[src/rtl/player_bullet.sv]
// Player projectile engine: launches one bullet from the ship centre, steps it upward, retires it on hit/top/death.
// Optional build macro PLAYER_BULLET_AUTOFIRE_EN: a held shoot button relaunches whenever the engine is idle.
module player_bullet #(
    parameter logic [9:0]  start_row_p  = 10'd440,
    parameter logic [9:0]  screen_top_p = 10'd32,
    parameter int unsigned step_px_p    = 4,
    parameter int unsigned tick_div_p   = 250000,
    parameter int unsigned cooldown_p   = 2500000
) (
    input  logic       clk_i,
    input  logic       reset_n_i,
    input  logic       shoot_i,
    input  logic       alive_i,
    input  logic       pause_i,
    input  logic [9:0] pos_left_i,
    input  logic [9:0] pos_right_i,
    input  logic       hit_enemy_i,
    output logic       active_o,
    output logic [9:0] bullet_x_o,
    output logic [9:0] bullet_y_o,
    output logic       fired_o,
    output logic       kill_o,
    output logic       miss_o
);

    localparam logic [1:0] IDLE     = 2'd0;
    localparam logic [1:0] FLY      = 2'd1;
    localparam logic [1:0] COOLDOWN = 2'd2;

    localparam int DIV_W  = $clog2(tick_div_p);
    localparam int COOL_W = $clog2(cooldown_p + 1);

    localparam logic [DIV_W-1:0]  DIV_LAST  = DIV_W'(tick_div_p - 1);
    localparam logic [COOL_W-1:0] COOL_LOAD = COOL_W'(cooldown_p - 1);
    localparam logic [9:0]        STEP      = 10'(step_px_p);
    localparam logic [10:0]       MISS_LIM  = {1'b0, screen_top_p} + 11'(step_px_p);

    // Sum is formed at 11 bits so ships near the right edge do not wrap.
    function automatic logic [9:0] centre_x(input logic [9:0] left, input logic [9:0] right);
        logic [10:0] sum;
        sum = {1'b0, left} + {1'b0, right};
        return sum[10:1];
    endfunction

    logic [1:0]        state_q, state_d;
    logic              shoot_q;
    logic [DIV_W-1:0]  div_q, div_d;
    logic [COOL_W-1:0] cool_q, cool_d;
    logic [9:0]        x_d, y_d;
    logic              active_d, fired_d, kill_d, miss_d;
    logic              launch_req;

`ifdef PLAYER_BULLET_AUTOFIRE_EN
    assign launch_req = shoot_i;
`else
    assign launch_req = shoot_i & ~shoot_q;
`endif

    always_comb begin
        state_d  = state_q;
        div_d    = div_q;
        cool_d   = cool_q;
        x_d      = bullet_x_o;
        y_d      = bullet_y_o;
        active_d = active_o;
        fired_d  = 1'b0;
        kill_d   = 1'b0;
        miss_d   = 1'b0;
        case (state_q)
            IDLE: begin
                y_d = start_row_p;
                if (launch_req && alive_i && !pause_i) begin
                    state_d  = FLY;
                    x_d      = centre_x(pos_left_i, pos_right_i);
                    div_d    = '0;
                    active_d = 1'b1;
                    fired_d  = 1'b1;
                end
            end
            FLY: begin
                if (!alive_i) begin
                    state_d  = IDLE;
                    y_d      = start_row_p;
                    active_d = 1'b0;
                end else if (hit_enemy_i) begin
                    state_d  = COOLDOWN;
                    cool_d   = COOL_LOAD;
                    active_d = 1'b0;
                    kill_d   = 1'b1;
                end else if (!pause_i) begin
                    if (div_q == DIV_LAST) begin
                        div_d = '0;
                        if ({1'b0, bullet_y_o} < MISS_LIM) begin
                            state_d  = COOLDOWN;
                            cool_d   = COOL_LOAD;
                            active_d = 1'b0;
                            miss_d   = 1'b1;
                        end else begin
                            y_d = bullet_y_o - STEP;
                        end
                    end else begin
                        div_d = div_q + 1'b1;
                    end
                end
            end
            COOLDOWN: begin
                if (!alive_i || (!pause_i && cool_q == '0)) begin
                    state_d = IDLE;
                    y_d     = start_row_p;
                end else if (!pause_i) begin
                    cool_d = cool_q - 1'b1;
                end
            end
            default: begin
                state_d  = IDLE;
                y_d      = start_row_p;
                active_d = 1'b0;
            end
        endcase
    end

    always_ff @(posedge clk_i or negedge reset_n_i) begin
        if (!reset_n_i) begin
            state_q    <= IDLE;
            shoot_q    <= 1'b0;
            div_q      <= '0;
            cool_q     <= '0;
            bullet_x_o <= '0;
            bullet_y_o <= start_row_p;
            active_o   <= 1'b0;
            fired_o    <= 1'b0;
            kill_o     <= 1'b0;
            miss_o     <= 1'b0;
        end else begin
            state_q    <= state_d;
            shoot_q    <= shoot_i;
            div_q      <= div_d;
            cool_q     <= cool_d;
            bullet_x_o <= x_d;
            bullet_y_o <= y_d;
            active_o   <= active_d;
            fired_o    <= fired_d;
            kill_o     <= kill_d;
            miss_o     <= miss_d;
        end
    end

endmodule

[config.mk]
export PLATFORM = sky130hd
export DESIGN_NAME = player_bullet
export DESIGN_NICKNAME = d
export VERILOG_FILES = /design/src/rtl/player_bullet.sv
export SDC_FILE = /design/constraint.sdc
export NUM_CORES = 1
export LEC_CHECK = 0
export ABC_AREA = 0
export CORE_ASPECT_RATIO = 0.9
export CORE_MARGIN = 2
export CORE_UTILIZATION = 50
export DETAILED_ROUTE_END_ITERATION = 7
export PLACE_DENSITY_LB_ADDON = 0.12
export SYNTH_ARGS = -nofsm -noshare
export SYNTH_HDL_FRONTEND = slang
export SYNTH_SLANG_ARGS = --single-unit
[constraint.sdc]
create_clock -name clk_i -period 3.4 [get_ports clk_i]
set_input_delay 0.51 -clock clk_i [delete_from_list [all_inputs] [get_ports clk_i]]
set_output_delay 0.51 -clock clk_i [all_outputs]
set_load 0.02 [all_outputs]
### Word-level counts from Yosys, hierarchy flattened

Cells that the tools add are included.

| storage, ports and cells | value |
|---|---|
| register bits after elaboration | 67 |
| input bits | 26 |
| word-level logic and storage cells | 101 |

| operators by class | value |
|---|---|
| add/subtract/negate cells | 4 |
| order comparisons | 1 |
| eq/ne operators | 20 |
| muxes and demuxes | 47 |
| bitwise gates (word level) | 3 |
| reductions and logical operators | 16 |

Operators by type and width:

| cell | number |
|---|---|
| 2-to-1 mux 22 bit | 7 |
| 2-to-1 mux 18 bit | 5 |
| 2-to-1 mux 10 bit | 6 |
| one-hot mux 22 bit (2 select lines) | 1 |
| one-hot mux 18 bit (2 select lines) | 1 |
| logical NOT 22 bit | 1 |
| subtractor 22 x 1 -> 22 bit (second input constant) | 1 |
| inequality test 3 bit (second input constant) | 7 |
| one-hot mux 10 bit (2 select lines) | 1 |
| AND reduction 5 bit | 4 |
| adder 18 x 1 -> 18 bit (second input constant) | 1 |
| == test 18 bit (second input constant) | 1 |
| 2-to-1 mux 1 bit | 17 |
| 2-to-1 mux 2 bit | 7 |
| inequality test 2 bit (second input constant) | 7 |
| inequality test 4 bit (second input constant) | 3 |
| adder 10 x 10 -> 11 bit | 1 |
| < comparator 10 x 6 -> 1 bit (second input constant) | 1 |
| subtractor 10 x 3 -> 10 bit (second input constant) | 1 |
| AND reduction 7 bit | 1 |
| one-hot mux 2 bit (3 select lines) | 1 |
| nonzero test 2 bit | 2 |
| logical AND 1 bit | 3 |
| one-hot mux 1 bit (3 select lines) | 1 |
| 8 further kinds | 10 |

### Depth between registers and ports, before layout

| depth | value |
|---|---|
| word-level depth | 7 |
| mapped depth | 9 |
| gate-level depth less buffers | 7 |

### Worst setup path before layout

OpenSTA, ideal clock, no wires.

| timing path | value |
|---|---|
| path kind | flip-flop to flip-flop |
| start | register div_q[13] |
| end | register cool_q[17] |
| arrival | 2.300 ns |
| data required time | 3.279 ns |
| setup slack | 0.978 ns |
| cell stages (with the launch flop) | 8 |
| buffers on the path | 2 |
| clock period less this slack | 2.422 ns |
| cell sequence | dfrtp_1 -> or4b_1 -> or4_1 -> o21a_1 -> or3_1 -> buf_6 -> buf_6 -> o22a_1 |

| between the ends | value |
|---|---|
| cells in the longest elaborated chain, start to end | 3 |

Ends and longest elaborated chain:

| what | RTL line | RTL |
|---|---|---|
| start: declaration | 47 | `logic [DIV_W-1:0] div_q, div_d;` |
| start signal: assignment | 137 | `div_q <= div_d;` |
| == test 18 bit | 91 | `if (div_q == DIV_LAST) begin` |
| inequality test 3 bit (no source line) | -- |  |
| AND reduction 7 bit (no source line) | -- |  |
| end signal: assignment | 138 | `cool_q <= cool_d;` |
| end: declaration | 48 | `logic [COOL_W-1:0] cool_q, cool_d;` |

No other way between the ends.
A chain may end at the register's enable or synchronous reset.

### Final worst setup path

| timing path | value |
|---|---|
| start | register div_q[13] |
| end | register bullet_y_o[8] |

| between the ends | value |
|---|---|
| cells in the longest elaborated chain, start to end | 3 |

Ends and longest elaborated chain:

| what | RTL line | RTL |
|---|---|---|
| == test 18 bit | 91 |  |
| inequality test 3 bit (no source line) | -- |  |
| AND reduction 5 bit (no source line) | -- |  |
| end signal: assignment | 129 | `bullet_y_o <= start_row_p;` |
| end signal: assignment | 140 | `bullet_y_o <= y_d;` |
| end: declaration | 20 | `output logic [9:0] bullet_y_o,` |

No other way between the ends.

==> metrics.md <==
| Metric | Value |
|---|---|
| Nature of the critical path endpoint | flop |
| Nets | between 500 and 600 |
| Simple-gate share of the synthesized area | 25.1% |
| Die area | roughly 8600 um2 |
| Hold buffers post-CTS | 0 |
| Top cell type by total area after synthesis | dfrtp_1 |
| Post-synthesis register bit count | 65 |
| Core area | approximately 7600 um2 |
| Largest family of logic cells by synthesized area | simple AND/OR/NAND/NOR gates |
| Initial antenna violation count | 0 |
| CTS tree | yes |
| Number of global-route vias before repair | 3555 |
| Post-CTS setup buffers | 0 |
| Clk Latency, worst-skew pair | about 340 ps |
| Synth top area cells | dfrtp_1, nand2_1, nor2_1, ha_1, o31ai_1 |
| HP Class | primary input to async pin |
| Cells after Synth | 446 |
| Vias | 3661 |
| HPWL after detailed placement | 6650 um |
| Slew @ Worst Pin | between 900 and 1000 ps |
| EDFF count, synth | 0 |
| Die X | 97.7 um |
| DRC Markers | 0 |
| WL/cell | 15.7 um |
| Compound-Gate Fraction of Synth Area | 22.8% |
| H-tree depth | 3 |
| Max Clk Rate | 0.372 GHz |
| Setup CP Type | flop to flop |
| Syn_area_per_cell | 8.86 um2 |
| Commonest cells after routing, fill and taps aside | dfrtp_1, nand2_1, clkdlybuf4s50_1, nor2_1, nor3_1 |
| RSZ-0062 raised after global routing | no |
| DRT Pass-1 Iters | 4 |
| Post-synth ARST share | 100% |
| Setup TNS Final | 0 ps |
| Switch Pwr | approximately 0.56 mW |
| Area growth syn-to-layout | 19.9% |
| Drt first-iter violations | 205 |
| Worst path cell trace | or4b_1 -> or4b_1 -> o31ai_1 -> a31oi_1 -> o31ai_1 |
| Port buffer count | 47 |
| Root buffer cell | clkbuf_8 |
| Worst reg2reg path endpoint | bullet_y_o[8] |
| Worst r2r path cells | 5 |
| Area share of xor/xnor cells in the synthesized design | 1.77% |
| Pwr Density | 413 nW/um2 |
| Leading cell type in the layout, fill and taps excluded | dfrtp_1 |
| Setup Skew | ~12 ps |
| Total Power | 1.96 mW |
| Total gr overflow | 0 |
| Register area share after synthesis | 41.3% |
| Die height | 88.3 um |
| Share of layout cells above drive strength 1 | 8.55% |
| Max incr delay on CP | 620 ps |
| GR Util All Layers | 23.5% |
| Drt total wl | 9430 um |
| Fill count | 654 |
| Cell Rows | 30 |
| Primary FF master, synth | dfrtp_1 |
| R2R Setup Slk | 710 ps |
| Tmin final | 2690 ps |
| Slowest CP cell | or4b_1 |
| Worst-case clock buffer depth | 2 |
| Via density | 6.11 |
| Num CTS Buffers | 9 |
| Netlist cell types | 60 |
| VDD IR max | between 0.2 and 0.25 mV |
| Multi-input logic area | around 2200 um2 |
| RR Startpoint | div_q[13] |
| Worst-path clk slew | roughly 80 ps |
| Initial Util | 51.9% |
| Sequential share of power | 45.8% |
| Clock share of power | a little over a third |
| Leak | 1.92 nW |
| ANT nets after route | 0 |
| Largest net degree at the start of global routing | 43 |
| Register Area | between 1500 and 2000 um2 |
| Slew HR | 39.5% |
| Ant. Diodes | 0 |
| Cell Int Power | roughly 1.4 mW |
| Sw frac | 28.7% |
| # setup viols final | 0 |
| Max Slew Vio Count | 0 |
| Mux cell area share after synthesis | less than 1% |
| Post-Synth Adder-Cell Area | 4.31% |
| Crit path launch type | flop |
| Yosys top cell area share | 38.0% |
| Status | finished, final reports clean |
| Period utilization | 79.0% |
| CP Data Arrival Time | 2930 ps |
| Mapped cell area | approximately 4000 um2 |
| Routability congestion estimate | roughly 0.9 |
| Combinational group share of total power | about a fifth |
| Max Cap Viol | 0 |
| Post-cts gate resize count | 0 |
| Total number of yosys warnings | 0 |
| First-pass GRT wire length | 16500 um |
| I/O pin cnt | 50 |
| Clock sink count | between 60 and 70 |
| Final Hold Viols | 0 |
| CP Max Fanout | 6 |
| Critical Path RT | between 3000 and 4000 ps |
==> routing by layer <==
metal  vias to the layer above  wire, um  track usage [%]
met5                         -         0                0
met2                       109      4300             38.6
met3                         8       510             5.53
li1                       1793         -                -
met4                         0        65             5.30
met1                      1751      4560             32.1
==> flip-flops by register name (all words and copies together), names as in the netlist <==
register	count
fired_o	1
bullet_y_o	8
bullet_x_o	10
active_o	1
cool_q	22
kill_o	1
shoot_q	1
miss_o	1
state_q	2
div_q	18
==> cell usage after synthesis, types with 3 or more instances <==
| master | n |
|---|---|
| a31oi_1 | 6 |
| a211oi_1 | 9 |
| and2_1 | 3 |
| or2_2 | 3 |
| nand2b_1 | 3 |
| o21a_1 | 5 |
| o31ai_1 | 19 |
| nand2_1 | 46 |
| nand3_1 | 16 |
| ha_1 | 12 |
| inv_1 | 16 |
| nor3_1 | 28 |
| dfrtp_1 | 60 |
| nor4_1 | 15 |
| nand3b_1 | 3 |
| nor2_1 | 41 |
| o2bb2ai_1 | 4 |
| a31o_2 | 3 |
| o22a_1 | 10 |
| nor2b_1 | 4 |
| o31a_1 | 4 |
| o21ai_0 | 25 |
| or4_1 | 4 |
| a21o_1 | 5 |
| dfstp_2 | 5 |
| a21oi_1 | 16 |
| xnor2_1 | 8 |
| clkbuf_1 | 13 |
| or3_1 | 5 |
| and4_1 | 3 |
| nand4_1 | 10 |
==> cells by family (layout without fill, tap and decap cells) <==
group,after synthesis,in the layout
AND/OR/NAND/NOR,195,195
AO/OA/AOI/OAI,127,127
flip-flops,65,65
buffers and inverters,34,90
adder cells (fa/ha/maj),13,13
XOR/XNOR,8,8
multiplexers,3,3
other,1,2
==> per-stage QoR <==
step | instance area [um2] | instances | util (%) | hold WS, ps | setup slack, ps
after floorplan | 3960 | 447 | - | 214 | 978
after global placement | 4530 | 583 | 59.5 | 464 | 603
after detailed placement | 4530 | 583 | 59.5 | 473 | 549
after CTS | 4740 | 599 | 62.2 | 157 | 704
after global routing | 4740 | 599 | 62.2 | 179 | 517
final | 4740 | 599 | 62.2 | 146 | 714
==> worst max-delay path, delay by kind of cell, from the launching register on <==
family | cells | cell delay (ps)
AOI/OAI and AO/OA | 3 | 1000
DFF | 1 | 430
and+or+nand+nor | 2 | 1180
==> worst max path at each step <==
| stage | to | startpoint | cells past startpoint |
|---|---|---|---|
| 3_3_place_gp | bullet_y_o[8] | pause_i | 6 |
| 3_5_place_dp | bullet_y_o[8] | pause_i | 6 |
| 2_1_floorplan | cool_q[17] | div_q[13] | 7 |
| 5_1_grt | bullet_y_o[8] | div_q[8] | 5 |
| 6_report | bullet_y_o[8] | div_q[13] | 5 |
| 4_1_cts | bullet_y_o[8] | div_q[8] | 5 |
==> layout make-up <==
class,count,area share (%)
clock buffer,11,3.19
clock inverter,5,1.14
inverter,16,1.27
multi-input combinational,348,45.9
sequential,65,34.5
tap,96,2.53
timing repair buffer,58,11.6
==> power by group through the flow <==
| stage | clock [mW] | sequential [mW] | combinational (mW) |
|---|---|---|---|
| floorplan | 0 | 0.942 | 0.176 |
| CTS | 0.698 | 0.895 | 0.383 |
| global route | 0.735 | 0.905 | 0.420 |
| global placement | 0 | 0.906 | 0.376 |
| detailed placement | 0 | 0.907 | 0.381 |
| finish | 0.680 | 0.896 | 0.380 |
Power figures use the tool's default switching activity.
